`config.mk`:
```
export PLATFORM = sky130hd
export DESIGN_NAME = barrett_mu_gen
export DESIGN_NICKNAME = d
export VERILOG_FILES = /design/src/rtl/barrett_mu_gen.sv
export SDC_FILE = /design/constraint.sdc
export NUM_CORES = 1
export LEC_CHECK = 0
export ABC_AREA = 0
export BUFFER_PORTS_ARGS = -buffer_cell sky130_fd_sc_hd__buf_2
export CORE_ASPECT_RATIO = 1.25
export CORE_MARGIN = 4
export CORE_UTILIZATION = 40
export DETAILED_ROUTE_END_ITERATION = 8
export GPL_TIMING_DRIVEN = 1
export PLACE_DENSITY = 0.62
export SLEW_MARGIN = 40
export SYNTH_ARGS = -nofsm -noshare
export SYNTH_HDL_FRONTEND = slang
export SYNTH_SLANG_ARGS = --single-unit
```
`constraint.sdc`:
```
create_clock -name clk_i -period 12.07 [get_ports clk_i]
set_input_delay 0.6035 -clock clk_i [delete_from_list [all_inputs] [get_ports clk_i]]
set_output_delay 0.6035 -clock clk_i [all_outputs]
set_load 0.01 [all_outputs]
```
`src/rtl/barrett_mu_gen.sv`:
```
// Barrett constant generator: mu = floor(2^SHIFT / m) by bit-serial
// restoring division, one quotient bit per clock, start/valid handshake.
//
// Ports:
//   clk_i    rising-edge clock
//   rst_i    asynchronous active-high reset
//   start_i  request, sampled in IDLE or DONE
//   m_i      modulus, latched on the accepting edge
//   busy_o   high while dividing
//   valid_o  one-cycle result strobe
//   mu_o     floor(2^SHIFT / m)
//   rem_o    2^SHIFT mod m
//   m_o      modulus matching mu_o
//   err_o    modulus was below 2; mu_o/rem_o forced to 0
module barrett_mu_gen #(
    parameter int WIDTH = 64,
    parameter int SHIFT = 64
) (
    input  logic             clk_i,
    input  logic             rst_i,
    input  logic             start_i,
    input  logic [WIDTH-1:0] m_i,
    output logic             busy_o,
    output logic             valid_o,
    output logic [SHIFT-1:0] mu_o,
    output logic [WIDTH-1:0] rem_o,
    output logic [WIDTH-1:0] m_o,
    output logic             err_o
);

    localparam int CW = $clog2(SHIFT + 1);
    localparam int RW = WIDTH + 1;
    localparam int TW = WIDTH + 2;

    typedef enum logic [1:0] {
        IDLE,
        CALC,
        DONE
    } state_t;

    state_t           state_q;
    logic [WIDTH-1:0] m_q;
    logic [RW-1:0]    r_q;
    logic [SHIFT-1:0] q_q;
    logic [CW-1:0]    cnt_q;

    logic             dbit;
    logic [TW-1:0]    t;
    logic [TW-1:0]    m_ext;
    logic             ge;
    logic [TW-1:0]    r_nx;
    logic [SHIFT-1:0] q_nx;

    // Dividend is 2^SHIFT: a single 1 followed by SHIFT zeros.
    // The quotient MSB is always 0 for m >= 2, so shifting it out of
    // the SHIFT-bit register loses nothing.
    always_comb begin
        dbit  = (cnt_q == CW'(SHIFT));
        t     = {r_q, dbit};
        m_ext = {2'b00, m_q};
        ge    = (t >= m_ext);
        r_nx  = ge ? (t - m_ext) : t;
        q_nx  = (q_q << 1) | SHIFT'(ge);
    end

    always_ff @(posedge clk_i or posedge rst_i) begin
        if (rst_i) begin
            state_q <= IDLE;
            m_q     <= '0;
            r_q     <= '0;
            q_q     <= '0;
            cnt_q   <= '0;
            busy_o  <= 1'b0;
            valid_o <= 1'b0;
            mu_o    <= '0;
            rem_o   <= '0;
            m_o     <= '0;
            err_o   <= 1'b0;
        end else begin
            unique case (state_q)
                IDLE, DONE: begin
                    valid_o <= 1'b0;
                    busy_o  <= 1'b0;
                    state_q <= IDLE;
                    if (start_i) begin
                        m_q <= m_i;
                        if (m_i < WIDTH'(2)) begin
                            // Degenerate modulus: report at once
                            mu_o    <= '0;
                            rem_o   <= '0;
                            m_o     <= m_i;
                            err_o   <= 1'b1;
                            valid_o <= 1'b1;
                            state_q <= DONE;
                        end else begin
                            r_q     <= '0;
                            q_q     <= '0;
                            cnt_q   <= CW'(SHIFT);
                            busy_o  <= 1'b1;
                            state_q <= CALC;
                        end
                    end
                end
                CALC: begin
                    r_q   <= RW'(r_nx);
                    q_q   <= q_nx;
                    cnt_q <= cnt_q - 1'b1;
                    if (cnt_q == '0) begin
                        mu_o    <= q_nx;
                        rem_o   <= WIDTH'(r_nx);
                        m_o     <= m_q;
                        err_o   <= 1'b0;
                        busy_o  <= 1'b0;
                        valid_o <= 1'b1;
                        state_q <= DONE;
                    end
                end
                default: begin
                    busy_o  <= 1'b0;
                    valid_o <= 1'b0;
                    state_q <= IDLE;
                end
            endcase
        end
    end

endmodule

```
==> out/qor.csv <==
stage;metric;value;unit
status;status;finished, final reports clean;
die;ios;262;
logic_synthesis;synth_area;19790;sq um
logic_synthesis;synth_top_family_by_area;simple AND/OR/NAND/NOR gates;
die;dieArea;53120;sq um
die;row_count;90;
cts;cts_setup_buffers;0;
timing;worstMarginPinSlew;0.8579;ns
timing;relSlewSlack;42.66;%
logic_synthesis;yosysTopAreaCell;dfrtp_1;
final_layout;area_growth_syn_to_layout;16.16;%
drt;viasPerCell;5.412;
logic_synthesis;yosysSeqAreaShare;49.95;%
logic_synthesis;synth-seq-cells;395;
critical_path;endpoint_kind;register;
power;p_leak;11.14;nW
grt;gr-usage-all-layers;22.49;%
critical_path;cp.required;12.56;ns
final_layout;antenna_cells;0;
critical_path;arrival;5.20;ns
placed_design;io_buffers;261;
timing;setup_viol;0;
grt;grt_pass1_wl;95380;um
critical_path;worstRegToRegCells;15;
logic_synthesis;synth_top_area_share;49.95;%
critical_path;crit_fanout;63;
drt;post-route-drc-count;0;
critical_path;start_kind;register;
timing;period_minus_slack;4.710;ns
drt;drt_iter0_drc;1027;
placed_design;dpl.hpwl;42920;um
logic_synthesis;synth_xor_xnor_area_share;2.479;%
logic_synthesis;syn_nets;2442;
final_layout;final_common_cell;nand2_1;
cts;cts.repair.resized;0;
cts;root_buffer;clkbuf_16;
cts;cts_max_path_buffers;3;
timing;finalClockSkew;0.02129;ns
cts;cts_tree;done;
power;powerDensity;208.8;nW/um^2
die;fp.dieW;206.9;um
timing;final.setup.worst_slack;7.360;ns
drt;via_count;17100;
grt;grt_max_degree;128;
cts;clock-sinks;395;
timing;max_freq;0.2123;GHz
run;cap_violations;0;
placed_design;place_congestion;0.9426;
timing;maxSlewViolCount;0;
grt;gr-usage-met1;28.95;%
logic_synthesis;synth-compound-area-share;18.18;%
final_layout;nFillCells;4804;
worst_hold_path;min_path_type;primary input to async pin;
logic_synthesis;muxShareOfSynthArea;1.069;%
power;ir_drop;0.1058;mV
logic_synthesis;synth_edf_count;0;
cts;numCtsBuffers;44;
final_layout;drive_above_1_share;14.67;%
placed_design;pre_cts_ws;7.442;ns
logic_synthesis;yosysUniqueCellTypes;62;
cts;clk-insertion-delay-late;0.58;ns
logic_synthesis;synthSimpleGateAreaFrac;19.30;%
drt;finalWirelength;60260;um
die;start_util;40.68;%
grt;antenna_found_initial;1;
timing;hold_viol;0;
cts;htreeDepth;2;
logic_synthesis;synth_adder_area_share;4.211;%
logic_synthesis;synth_area_leaders;dfrtp_1, nand2_1, o21ai_0;
critical_path;r2r-start;cnt_q[2];
final_layout;post-route-util;47.25;%
logic_synthesis;synth_ff_type;dfrtp_1;
cts;clk_pin_slew;0.07;ns
timing;fin_crit_sh;39.02;%
final_layout;fin_nets;2620;
timing;rsz0062_at_grt;no;
grt;grt_pass1_vias;16910;
die;coreArea;48650;sq um
logic_synthesis;syn_area_per_cell;8.570;sq um
critical_path;r2r-end;rem_o[57];
final_layout;final_cell_mix;nand2_1, dfrtp_1, buf_2;
logic_synthesis;synth_cells;2309;
critical_path;crit_type;register to register;
logic_synthesis;ys_warn_count;0;
logic_synthesis;synthArstFlopShare;100.0;%
die;dieHeight;256.7;um
grt;met2_usage;37.37;%
cts;postCtsHoldBufs;0;
drt;drtPass1Iterations;5;
grt;grt_util_met3;4.790;%
drt;wire_per_inst;19.07;um
timing;setup-tns-final;0;ns
drt;detail-route-antenna-nets;0;
grt;top_usage_layer;met2;
grt;grt.overflow.total;0;
critical_path;ff2ff_setup_slack;7.36;ns
state kept, by name (all words and copies together), names as in the netlist:
register / flops
q_q: 63
err_o: 1
mu_o: 64
r_q: 65
m_o: 64
state_q: 2
rem_o: 64
cnt_q: 7
busy_o: 1
m_q: 64
layer usage:
layer,wire [um],vias to the layer above
met2,29170,423
li1,-,8250
met4,2139,2
met1,25020,8322
met5,13,-
met3,3920,105
cell type report:
cell class	count	area, sq um	area share [%]
clock buffer	62	1280	5.568
tap	644	805.8	3.505
sequential	395	9884	43.00
inverter	92	360.3	1.568
clock inverter	13	133.9	0.5824
timing repair buffer	281	1501	6.532
multi-input combinational	1673	9021	39.24
worst max path at each step:
stage,startpoint,end,slack (ns),cells after the start
after floorplan,rst_i,busy_o,0.48,1
final,cnt_q[2],rem_o[57],7.36,15
after CTS,cnt_q[3],rem_o[57],7.40,15
after global routing,cnt_q[3],rem_o[57],7.09,15
after detailed placement,cnt_q[3],rem_o[57],7.44,15
after global placement,cnt_q[2],rem_o[57],7.41,15
worst max-delay path, stage by stage (launching register included):
cell and delay [ns]:
dfrtp_1 0.40, nor4_1 0.40, nand3_1 0.19, ha_1 0.24, fa_1 0.40, nand2b_1 0.18, a21oi_1 0.25, o21ai_0 0.18
a211oi_1 0.59, o21ai_0 0.18, o21ai_1 0.32, a21oi_4 0.11, buf_4 0.35, nor2_1 0.38, a31oi_1 0.24, o21ai_0 0.19
through the flow:
stage / instance area [sq um] / hold slack (ns) / instances / power [mW]
after global placement: 21490 / 0.4584 / 3084 / 3.442
after floorplan: 19790 / 0.4386 / 2309 / 3.032
after global routing: 22990 / 0.1178 / 3160 / 5.139
after CTS: 22950 / 0.1661 / 3159 / 4.837
final: 22990 / 0.05451 / 3160 / 4.800
after detailed placement: 21540 / 0.4622 / 3084 / 3.474
cell families (layout without fill, tap and decap cells):
logic type	after synthesis	in the layout
and+or+nand+nor	922	922
AOI/OAI and AO/OA	608	608
DFF	395	395
buffers and inverters	241	448
adders and majority gates	66	66
xor gates and xnor gates	56	56
muxes	21	21
power breakdown:
| part | total [mW] | switching [mW] | internal (mW) |
|---|---|---|---|
| Clock | 1.33 | 0.555 | 0.780 |
| Combinational | 1.80 | 1.13 | 0.663 |
| Sequential | 1.67 | 0.144 | 1.52 |
synth_stat cells, drive strengths merged, types with 3 or more instances:
cell,count
a31oi,83
a21o,36
o31ai,27
nand3,49
and4,3
clkbuf,113
a2111oi,4
nor4,24
nor2b,4
o21a,6
a221oi,4
nor2,146
ha,65
o211ai,15
o21bai,17
xor2,19
mux2i,20
and2,8
xnor2,37
or3,6
and3,6
nand4,28
buf,36
a31o,4
dfrtp,395
nand2,607
nand2b,17
o21ai,241
a21oi,136
a32oi,8
a211oi,5
inv,92
nor3,19
o221ai,3
a221o,5
Power figures use the tool's default switching activity.
